$ cat src/rtl/mux_scan_ctrl.sv
// mux_scan_ctrl: time-multiplexed scan of a 4:1 mux.
// Each enabled channel gets a DIV-cycle slot. The first BLANK cycles of a slot
// are blanked while the mux settles. The mux output is captured on the last
// cycle of the slot.
module mux_scan_ctrl #(
    parameter int unsigned DIV   = 1000,
    parameter int unsigned BLANK = 2
) (
    input  logic       clk,
    input  logic       rst,
    input  logic       en,
    input  logic [3:0] mask,
    input  logic       mux_out,
    output logic [1:0] sel,
    output logic [3:0] an,
    output logic [3:0] samples,
    output logic       slot_tick
);

    localparam int unsigned KW = (DIV > 2) ? $clog2(DIV) : 1;

    typedef enum logic {
        IDLE,
        SCAN
    } state_t;

    state_t          state, state_n;
    logic [KW-1:0]   k, k_n;
    logic [1:0]      sel_n;
    logic [1:0]      next_sel;
    logic [1:0]      low_sel;
    logic [3:0]      an_n;
    logic [3:0]      samples_n;
    logic            tick_n;

    // Next enabled channel above sel (wrapping); nearest offset wins, else hold sel
    always_comb begin
        next_sel = sel;
        for (int unsigned i = 0; i < 3; i++) begin
            if (mask[sel + 2'(3 - i)]) begin
                next_sel = sel + 2'(3 - i);
            end
        end
    end

    // Lowest enabled channel, used on entry to SCAN
    always_comb begin
        low_sel = 2'd0;
        for (int unsigned i = 0; i < 4; i++) begin
            if (mask[3 - i]) begin
                low_sel = 2'(3 - i);
            end
        end
    end

    // Next-state logic. an and slot_tick are decoded from the next state here,
    // so the registered outputs line up with the k and sel they describe.
    always_comb begin
        state_n   = state;
        k_n       = k;
        sel_n     = sel;
        an_n      = '1;
        samples_n = samples;
        tick_n    = 1'b0;
        case (state)
            IDLE: begin
                k_n = '0;
                if (en && mask != '0) begin
                    state_n = SCAN;
                    sel_n   = low_sel;
                end
            end
            SCAN: begin
                if (!en || mask == '0) begin
                    state_n = IDLE;
                    k_n     = '0;
                end else if (!mask[sel]) begin
                    k_n   = '0;
                    sel_n = next_sel;
                end else if (k == KW'(DIV - 1)) begin
                    samples_n[sel] = mux_out;
                    k_n            = '0;
                    sel_n          = next_sel;
                end else begin
                    k_n = k + 1'b1;
                    if (k_n >= KW'(BLANK)) begin
                        an_n = ~(4'b0001 << sel);
                    end
                    tick_n = (k_n == KW'(DIV - 1));
                end
            end
            default: begin
                state_n = IDLE;
                k_n     = '0;
            end
        endcase
    end

    // State and registered outputs
    always_ff @(posedge clk) begin
        if (rst) begin
            state     <= IDLE;
            k         <= '0;
            sel       <= 2'b00;
            an        <= '1;
            samples   <= '0;
            slot_tick <= 1'b0;
        end else begin
            state     <= state_n;
            k         <= k_n;
            sel       <= sel_n;
            an        <= an_n;
            samples   <= samples_n;
            slot_tick <= tick_n;
        end
    end

endmodule

$ cat config.mk
export PLATFORM = sky130hd
export DESIGN_NAME = mux_scan_ctrl
export DESIGN_NICKNAME = d
export VERILOG_FILES = /design/src/rtl/mux_scan_ctrl.sv
export SDC_FILE = /design/constraint.sdc
export NUM_CORES = 1
export LEC_CHECK = 0
export BUFFER_PORTS_ARGS = -buffer_cell sky130_fd_sc_hd__buf_4
export CAP_MARGIN = 20
export CELL_PAD_IN_SITES_DETAIL_PLACEMENT = 1
export CELL_PAD_IN_SITES_GLOBAL_PLACEMENT = 2
export CORE_ASPECT_RATIO = 0.5
export CORE_MARGIN = 5
export CORE_UTILIZATION = 31
export CTS_CLUSTER_SIZE = 16
export DETAILED_ROUTE_END_ITERATION = 12
export GPL_ROUTABILITY_DRIVEN = 0
export PLACE_DENSITY = 0.76
export SLEW_MARGIN = 20
export SYNTH_ARGS = -nofsm -noshare
export SYNTH_HDL_FRONTEND = slang
export SYNTH_SLANG_ARGS = --single-unit
$ cat constraint.sdc
create_clock -name clk -period 1.95 [get_ports clk]
set_input_delay 0.39 -clock clk [delete_from_list [all_inputs] [get_ports clk]]
set_output_delay 0.39 -clock clk [all_outputs]
set_load 0.01 [all_outputs]
# ---- Word level (Yosys, flattened, before mapping)
# Index checks and enable logic that the tools add are counted.
dict set report totals {
  register_bits 22
  out_inout_bits 11
  wordCells 67
}
dict set report op_classes {
  addsub 4
  magnitude_cmp 6
  n_eq_ne 5
  shifts 1
  n_mux 30
  bitwise_logic 5
  reduce_logical 10
}
# op n
set ops {}
lappend ops {{$mux 10} 3}
lappend ops {{$mux 2} 11}
lappend ops {{$eq 10x10->1 const B} 2}
lappend ops {{$pmux 10 s2} 1}
lappend ops {{$lt 2x3->1 const B} 4}
lappend ops {{$add 10x1->10 const B} 1}
lappend ops {{$ge 10x2->1 const B} 1}
lappend ops {{$bmux 1 s2} 4}
lappend ops {{$mux 1} 7}
lappend ops {{$reduce_or 6->1} 1}
lappend ops {{$reduce_or 5->1} 1}
lappend ops {{$add 2x2->2 const B} 2}
lappend ops {{$bwmux 4} 1}
lappend ops {{$logic_not 4->1} 1}
lappend ops {{$ne 2x2->1 const B} 2}
lappend ops {{$not 1->1} 4}
lappend ops {{$not 4->4} 1}
lappend ops {{$pmux 2 s2} 1}
lappend ops {{$reduce_and 4->1} 1}
lappend ops {{$reduce_bool 4->1} 1}
lappend ops {{$shl 1x2->4 const A} 1}
lappend ops {{$ne 3x2->1 const B} 1}
lappend ops {{$reduce_and 3->1} 1}
lappend ops {{$add 2x1->2 const B} 1}
lappend ops {{6 further kinds} 7}

# ---- Depth between registers and ports, before layout
dict set report logic_depth {
  depth_word 10
  ltp_mapped 8
}

# ---- Worst setup path before layout
# No wires, ideal clock.
dict set report synth_path {
  path_type {register to register}
  start {register sel[0]}
  end {register sel[0]}
  setup_ns 0.122
  arrival_time_ns 1.865
  slack_ns -0.037
  path_stages_with_launch 9
  path_buffers 1
  cell_sequence {dfxtp_1 > buf_2 > inv_1 > ha_1 > mux4_2 > nor2b_1 > nor3_1 > o21ai_1 > o311a_1}
}
dict set report synth_between {
  elab_chain_cells 10
}
# item line_no
set synth_rtl {}
lappend synth_rtl {{from (decl)} 14} ;# output logic [1:0] sel,
lappend synth_rtl {{from (signal assigned)} 111} ;# sel <= sel_n;
lappend synth_rtl {{$add 2x2->2} {40, 41}}
lappend synth_rtl {{$bmux 1 s2} 40} ;# if (mask[sel + 2'(3 - i)]) begin
lappend synth_rtl {{$mux 1 (implied by the code)} 40}
lappend synth_rtl {{$mux 2 (3 in series)} 40}
lappend synth_rtl {{$mux 2} 80} ;# end else if (k == KW'(DIV - 1)) begin
lappend synth_rtl {{$mux 2} 77} ;# end else if (!mask[sel]) begin
lappend synth_rtl {{$mux 2} 74} ;# if (!en || mask == '0) begin
lappend synth_rtl {{$pmux 2 s2} 65} ;# case (state)
# Several ways; a longest one is shown, not always the timed one. The select of a mux whose other input is x is not followed.
# A chain may end at the register's enable or synchronous reset.

# ---- Worst setup path after layout
dict set report layout_path {
  start {register k[0]}
  end {register an[2]}
}
dict set report layout_between {
  elab_chain_cells 4
}
# item line_no
set layout_rtl {}
lappend layout_rtl {{from (decl)} 28} ;# logic [KW-1:0] k, k_n;
lappend layout_rtl {{from (signal assigned)} 110} ;# k <= k_n;
lappend layout_rtl {{$add 10x1->10} 85} ;# k_n = k + 1'b1;
lappend layout_rtl {{$ge 10x2->1} 86} ;# if (k_n >= KW'(BLANK)) begin
lappend layout_rtl {{$not 1->1 (no source line)} -}
lappend layout_rtl {{$reduce_or 6->1 (no source line) *} -}
lappend layout_rtl {{to (signal assigned)} 112} ;# an <= an_n;
lappend layout_rtl {{to (decl)} 15} ;# output logic [3:0] an,
# Mark *: on every way between the ends. The rest lies on a longest branch, timed or not.

==> results.cfg <==
[synthesis]
synth-seq-cells = 22
synth_edf_count = 0
yosysTopAreaCell = dfxtp_1
synth_ff_type = dfxtp_1
yosysWarnings = 0
netlist_area_um2 = 1360
yosysSeqAreaShare_pct = 32.5
postSynthAreaPerCell_um2 = 9.09
synthArstFlopShare_pct = 0
ys_types = 47
netlist.area_leader.share_pct = 32.5
synth_nets = 164
postSynthCellCount = 149
synth.area.top_cells = dfxtp_1 (33%), ha_1 (6.5%), mux2i_1 (5.9%)

[min_path]
hp-class = primary input to flop

[placed_design]
hpwlAfterDp_mm = 2.52
portBuffers = 18
place_area_um2 = 1580
preCtsSetupSlack_ns = 0.0406

[power]
p_per_area_nw_per_um2 = 569
vdd_drop_max_mv = 0.238
power_uw = 945
leakage_uw = 0.000649

[critical_path]
endpoint_kind = flop
crit_required_ns = 2.09
critPathLaunchType = flop
crit_type = flop to flop
critPathMaxFanout = 7
critPathArrivalTime_ns = 1.93

[layout]
area.growth.synth_to_final_pct = 22.4
num_antenna_cells = 0
final_nets = 189
final_layout_size_suffix_gt1_share_pct = 29.5
finalInstanceArea_um2 = 1660

[route]
wl_per_cell_um = 14.0
drt_iter0_markers = 21
ant_nets = 0
vias = 1143
first_pass_iters = 4
postRouteWirelength_mm = 3.23
vias_per_cell = 4.97
drcViolationCount = 0

[clock_tree]
clkTransAtPathRegs_ns = 0.08
cts_buffers = 3
cts_max_level = 1
cts-root-buf = clkbuf_8
hold_buffers = 0
cts_tree = done
insertion_delay_ns = 0.26
cts.sinks = 22
cts_buffer_depth = 2

[grt]
grt_max_degree = 13
grt_pass1_wl_mm = 5.44
grt-ovfl-total = 0
antenna_found_initial = 0
grt_pass1_vias = 1220
grt_use_total_pct = 11.0

[floorplan]
die_y_um = 56.8
core_area_um2 = 4320
boundaryPins = 19
start_util_pct = 31.4
die-width_um = 104
fp.dieArea_um2 = 5870
rows = 17

[timing]
tns_ns = 0
setup_violations = 0
rsz0062_at_grt = no
worst_slack_ns = 0.166
fin_worst_skew_ns = 0.00585
hold_viol_final = 0
slew_headroom_pct = 70.5
drv_slew = 0
max_freq_mhz = 561
min_period_ns = 1.78
tightest_slew_ns = 0.441
post-route-period-util_pct = 91.5

[status]
status = finished clean

[flow_run]
cap_violations = 0
[per-stage QoR]
step                      utilization [%]  cells  hold WS (ns)
final                                38.4    230         0.336
after global placement               36.6    226         0.482
after floorplan                         -    149         0.462
after CTS                            37.8    230         0.330
after detailed placement             36.6    226         0.494
after global routing                 38.4    230         0.325
[power by group]
group | switching, µW | internal [µW]
Clock | 149 | 180
Sequential | 4.33 | 454
Combinational | 86.4 | 71.1
Total | 239 | 705
[cell usage after synthesis, types with 2 or more instances]
| cell type | number |
|---|---|
| mux2i_1 | 8 |
| o21ai_0 | 3 |
| buf_6 | 2 |
| mux2_2 | 2 |
| mux4_2 | 2 |
| buf_4 | 3 |
| buf_2 | 4 |
| xnor2_1 | 6 |
| dfxtp_1 | 22 |
| o221ai_1 | 2 |
| ha_1 | 7 |
| a211oi_1 | 2 |
| nor3_1 | 5 |
| inv_1 | 7 |
| xor2_1 | 4 |
| nand4_1 | 4 |
| nand2_1 | 11 |
| nand3_1 | 8 |
| nor2_1 | 18 |
| a31oi_1 | 2 |
[final timing paths]
check                       start                       to  slack (ns)  cells past startpoint
setup / recovery  k[0]$_SDFF_PP0_         an[2]$_SDFF_PP1_        0.17                      7
hold / removal                rst  samples[3]$_SDFFE_PP0P_        0.34                      2
setup reg to reg  k[0]$_SDFF_PP0_         an[2]$_SDFF_PP1_        0.17                      7
hold reg to reg   k[0]$_SDFF_PP0_          k[0]$_SDFF_PP0_        0.48                      1
[layout by cell type, fill, tap and decap left out, drive strengths merged, types with 2 or more instances in the layout]
cell type / synthesis / routed
o221ai: 2 / 2
nor2: 19 / 19
buf: 9 / 29
mux4: 2 / 2
a31oi: 2 / 2
nand2: 11 / 11
o21ai: 4 / 4
xnor2: 6 / 6
nand3: 9 / 9
a211oi: 2 / 2
xor2: 4 / 4
nor3: 5 / 5
mux2: 2 / 2
ha: 7 / 7
clkbuf: 0 / 4
dfxtp: 22 / 22
mux2i: 8 / 8
inv: 7 / 7
nand4: 5 / 5
[worst max-delay path: stages (launching register included)]
cell      delay, ns
dfxtp_2        0.36
ha_1           0.23
buf_4          0.15
xnor2_1        0.12
a31oi_1        0.30
a211oi_2       0.09
a31oi_2        0.32
nand2_1        0.09
[final cells by class]
class / instances / area (µm²)
Sequential cell: 22 / 443
Multi-Input combinational cell: 111 / 846
Timing Repair Buffer: 29 / 218
Tap cell: 57 / 71.3
Inverter: 7 / 26.3
Clock buffer: 4 / 55.1
Fill cell: 525 / 2660
[registers in the layout, summed over array words and instances, names as in the netlist]
name,cells
state,1
slot_tick,1
k,10
samples,4
sel,2
an,4
[layer usage]
layer | up-vias | share of wire (%) | global-route usage [%] | wire length (µm)
met5 | - | 0 | 0 | 0
met4 | 0 | 0.62 | 2.80 | 20
met3 | 2 | 2.5 | 2.87 | 82
met2 | 12 | 49 | 19.8 | 1590
met1 | 553 | 48 | 13.2 | 1530
li1 | 576 | - | - | -
[logic make-up after synthesis]
| group | count (synthesis) | share of synthesized area, % |
|---|---|---|
| adders and majority gates | 7 | 6.46 |
| muxes | 12 | 10.9 |
| AOI/OAI and AO/OA | 21 | 12.4 |
| and+or+nand+nor | 61 | 24.6 |
| DFF | 22 | 32.5 |
| buffers and inverters | 16 | 6.74 |
| xor gates and xnor gates | 10 | 6.46 |
[repair_timing]
| item | in CTS | in global routing |
|---|---|---|
| resized for setup | 0 | 7 |
| endpoints found under the setup margin | 0 | 6 |
| buffers inserted | 0 | 0 |
No activity file was read; power rests on OpenSTA's default activity.
